[config.mk]
export PLATFORM = sky130hd
export DESIGN_NAME = register_file_param
export DESIGN_NICKNAME = d
export VERILOG_FILES = /design/src/rtl/register_file_param.sv
export SDC_FILE = /design/constraint.sdc
export NUM_CORES = 1
export LEC_CHECK = 0
export ABC_AREA = 1
export CELL_PAD_IN_SITES_DETAIL_PLACEMENT = 2
export CELL_PAD_IN_SITES_GLOBAL_PLACEMENT = 2
export CORE_MARGIN = 5
export CORE_UTILIZATION = 38
export CTS_CLUSTER_DIAMETER = 80
export DETAILED_ROUTE_END_ITERATION = 8
export PLACE_DENSITY = 0.86
export SYNTH_ARGS = -nofsm -noshare
export SYNTH_HDL_FRONTEND = slang
export SYNTH_SLANG_ARGS = --single-unit
export TNS_END_PERCENT = 5
[constraint.sdc]
create_clock -name clock -period 2.57 [get_ports clock]
set_clock_uncertainty 0.2 [all_clocks]
set_input_delay 0.514 -clock clock [delete_from_list [all_inputs] [get_ports clock]]
set_output_delay 0.514 -clock clock [all_outputs]
set_load 0.005 [all_outputs]
[src/rtl/register_file_param.sv]
// Parametrised processor register file: two combinational read ports, one
// write port, optional hardwired-zero register 0, optional same-cycle
// write-to-read bypass, and a clear engine that zeroes one entry per cycle
// after reset and on request.
//
// state | meaning
// ------+------------------------------------------------------------
// IDLE  | normal operation: reads and writes served
// SWEEP | clear engine zeroing mem[idx]; writes dropped, reads return 0
module register_file_param #(
  parameter int DATA_W   = 8,
  parameter int ADDR_W   = 5,
  parameter int ZERO_REG = 1,
  parameter int BYPASS   = 1
) (
  input  logic              clock,
  input  logic              reset,
  input  logic [ADDR_W-1:0] Rs,
  input  logic [ADDR_W-1:0] Rt,
  input  logic [ADDR_W-1:0] Rd,
  input  logic [DATA_W-1:0] Wd,
  input  logic              writeDataSignal,
  input  logic              clear_req,
  output logic [DATA_W-1:0] RD1,
  output logic [DATA_W-1:0] RD2,
  output logic              busy
);

  localparam int DEPTH = 2 ** ADDR_W;

  localparam logic [0:0] IDLE  = 1'b0;
  localparam logic [0:0] SWEEP = 1'b1;

  localparam logic [ADDR_W-1:0] IDX_LAST = {ADDR_W{1'b1}};

  logic [0:0]        state;
  logic [ADDR_W-1:0] idx;
  logic [DATA_W-1:0] mem [DEPTH];
  logic              wr_zero;
  logic              wr_en;

  assign busy = (state == SWEEP);

  // A write to register 0 is a no-op when it is hardwired to zero; a clear
  // request in the same cycle takes priority over the write.
  assign wr_zero = (ZERO_REG != 0) && (Rd == '0);
  assign wr_en   = writeDataSignal && !busy && !clear_req && !wr_zero;

  // Read mux: zero during sweep, hardwired zero, bypass, then stored value.
  function automatic logic [DATA_W-1:0] read_port(input logic [ADDR_W-1:0] addr);
    logic [DATA_W-1:0] val;
    val = mem[addr];
    if (busy)
      val = '0;
    else if ((ZERO_REG != 0) && (addr == '0))
      val = '0;
    else if ((BYPASS != 0) && wr_en && (Rd == addr))
      val = Wd;
    return val;
  endfunction

  // Sequencer: reset always restarts a full sweep from entry 0.
  always_ff @(posedge clock or posedge reset) begin
    if (reset) begin
      state <= SWEEP;
      idx   <= '0;
    end else begin
      case (state)
        SWEEP: begin
          if (idx == IDX_LAST) begin
            state <= IDLE;
            idx   <= '0;
          end else begin
            idx <= idx + 1'b1;
          end
        end
        default: begin
          if (clear_req) begin
            state <= SWEEP;
            idx   <= '0;
          end
        end
      endcase
    end
  end

  // Storage array: the sweep owns the write port while busy; no reset here,
  // contents are cleared by the sweep itself.
  always_ff @(posedge clock) begin
    if (busy)
      mem[idx] <= '0;
    else if (wr_en)
      mem[Rd] <= Wd;
  end

  // Read port 1.
  always_comb begin
    RD1 = read_port(Rs);
  end

  // Read port 2.
  always_comb begin
    RD2 = read_port(Rt);
  end

endmodule

==> impl_metrics.py <==
metrics = {
    "outcome": {
        "status": "complete, but fails checks",
        "violations": "negative setup slack",
    },
    "timing": {
        "relSlewSlack_pct": 39.3,
        "rsz0062_at_grt": "true",
        "worst_slew_pin_slew_ns": 0.901,
        "min_period_ns": 3.59,
        "finalSetupViolCount": 272,
        "hold_violations": 0,
        "fin_setup_tns_ns": -154.78,
        "slew_viol_final": 0,
        "fmax_mhz": 279,
        "setup_ws_ns": -1.02,
        "fin_crit_sh_pct": 140,
    },
    "global_route": {
        "grt_remaining_overflow": 0,
        "gr-max-usage-layer": "met2",
        "grt_max_degree": 45,
        "grt_usage_pct": 45.6,
        "antenna_found_initial": 13,
        "grt_pass1_vias": 17785,
        "grtUsageMet3_pct": 17.0,
        "grt_pass1_wl_um": 135000,
        "grtUsageMet1_pct": 49.4,
        "globalRouteMet2Util_pct": 71.0,
    },
    "synth": {
        "yosysSeqAreaShare_pct": 54.3,
        "yosys_register_bits": 262,
        "synth_area_um2": 14400,
        "ys_types": 36,
        "synth_cells": 1756,
        "yosys-top-cells-area": "edfxtp_1 53%, nand2_1 15%, nand3_1 10%",
        "syn-num-nets": 1785,
        "synth_top_area_share_pct": 53.3,
        "yosysTopAreaCell": "edfxtp_1",
        "avgSynthCellArea_um2": 8.21,
        "yosys_warnings": 0,
    },
    "worst_setup_path": {
        "r2r_cells": 11,
        "cp-endpoint": "RD2[3]",
        "crit_fanout": 2,
        "timing.rr.start": "busy",
        "start_kind": "flip-flop",
        "cp-end-kind": "primary output",
        "startpoint": "mem[2][3]",
        "rrSetupSlack_ns": -0.71,
        "worst_ep_required_time_ns": 1.86,
        "regToRegEndpoint": "mem[27][7]",
        "arrival_ns": 2.88,
        "critical_path_class": "reg -> out",
    },
    "finish": {
        "area_growth_pct": 31.1,
        "drive_gt1_share_pct": 23.3,
        "nets": 1978,
        "fin_cells": 2488,
        "seq_area_um2": 7840,
        "multi_input_area_um2": 5770,
        "final_cell_mix": "555 x nand2_1, 262 x nand3_1, 256 x edfxtp_1, 182 x inv_1, 139 x buf_4",
        "final_common_cell": "nand2_1",
        "fillers": 3937,
    },
    "clock_tree": {
        "cts_buffer_depth": 3,
        "clk-insertion-delay-late_ns": 0.60,
        "cts-root-buf": "clkbuf_16",
        "htree_num_levels": 2,
        "tritoncts": "done",
        "numCtsBuffers": 34,
        "clock_sinks": 262,
        "clk_pin_slew_ns": 0.08,
    },
    "worst_hold_path": {
        "hold_class": "reg -> reg",
    },
    "power_and_ir_drop": {
        "p_leak_nw": 8.34,
        "powerDensity_nw_per_um2": 817,
        "power_w": 0.0155,
        "peakVddDrop_mv": 0.646,
    },
    "placement": {
        "port_buffers": 43,
        "dp_cells": 2398,
        "place_hpwl_um": 50000,
        "place_congestion": 0.941,
        "place_ws_ns": -1.06,
    },
    "run": {
        "maxCapViolations": 0,
    },
    "routing": {
        "vias_per_cell": 6.88,
        "wirelength_um": 105000,
        "ant_nets": 0,
        "vias": 17117,
        "remaining_drc_errors": 0,
        "wl_per_cell_um": 42.0,
        "dr.pass1.iters": 6,
        "dr.first_iter.drc_count": 2940,
    },
    "floorplan": {
        "coreArea_um2": 37600,
        "die_x_um": 205,
        "initial_core_util_pct": 38.4,
        "rows": 71,
        "ios": 44,
        "die_h_um": 205,
        "die_area_um2": 42000,
    },
}
-- synthesized netlist by cell type, drive strengths merged --
library cell and number:
or2 18, ha 2, dfrtp 5, xnor2 3
clkinv 2, nand3 293, xor2 5, nand3b 3
o22ai 2, nor3 3, o211ai 18, dfstp 1
clkbuf 34, nor2 63, o21ai 103, nand4 4
buf 70, a21boi 1, edfxtp 256, a21oi 62
inv 218, nand2 590
-- worst min path at each step --
stage,cells after the start,slack (ns),end,startpoint
floorplan,1,0.10,idx[0],reset
global placement,1,0.32,idx[0],idx[0]
detailed placement,1,0.37,idx[0],idx[0]
CTS,2,0.44,busy,idx[4]
global route,1,0.44,idx[0],idx[0]
finish,1,0.40,idx[0],idx[0]
-- report_power, final --
| group | internal (W) | leakage, nW | switching [W] | total [W] |
|---|---|---|---|---|
| registers | 0.00530 | 2.38 | 0.000426 | 0.00572 |
| clock network | 0.00267 | 0.507 | 0.00249 | 0.00516 |
| logic | 0.00126 | 5.46 | 0.00331 | 0.00457 |
| total | 0.00923 | 8.34 | 0.00623 | 0.0155 |
-- sequential cells by signal, summed over array words and instances, names as in the netlist --
name / cells
busy: 1
idx: 5
mem: 256
-- per-stage QoR --
stage / hold slack (ns) / utilization, % / instance area (µm²)
2_1_floorplan: 0.104 / - / 14400
3_3_place_gp: 0.316 / 45.3 / 17000
3_5_place_dp: 0.372 / 45.3 / 17000
4_1_cts: 0.435 / 49.3 / 18500
5_1_grt: 0.443 / 50.3 / 18900
6_report: 0.399 / 50.3 / 18900
-- critical path: stages, from the launching register on --
cell      delay (ns)
edfxtp_1        0.37
inv_1           0.16
o21ai_0         0.75
nand2_1         0.15
nand2_1         0.14
nand2_1         0.07
nand3_1         0.07
nand3_1         0.15
nand3_2         0.15
nand2_4         0.08
inv_2           0.08
buf_6           0.09
-- per-layer routing --
metal,vias to the layer above,share of wire [%]
li1,6165,-
met2,1833,42
met1,8273,32
met5,-,0.041
met4,8,12
met3,838,14
-- repair_timing --
action,4_1_cts,5_1_grt
hold endpoints to repair,5,0
pin swaps,22,13
endpoints found under the setup margin,272,273
hold buffers,1,0
resized for setup,176,97
buffers inserted,15,11
gates cloned,1,0
-- final cells by class --
class | instances | area share [%]
Multi-Input combinational cell | 1170 | 30.5
Inverter | 220 | 4.43
Antenna cell | 6 | 0.0794
Clock buffer | 41 | 4.64
Sequential cell | 262 | 41.5
Tap cell | 511 | 3.38
Timing Repair Buffer | 261 | 14.6
Clock inverter | 17 | 0.867
-- kinds of logic after synthesis --
logic type      synth area share (%)
simple gates                    28.8
buf+inv                         9.12
flops                           54.3
compound gates                  7.03
xor+xnor                       0.486
fa+ha+maj                      0.173
No activity file was read; power rests on OpenSTA's default activity.
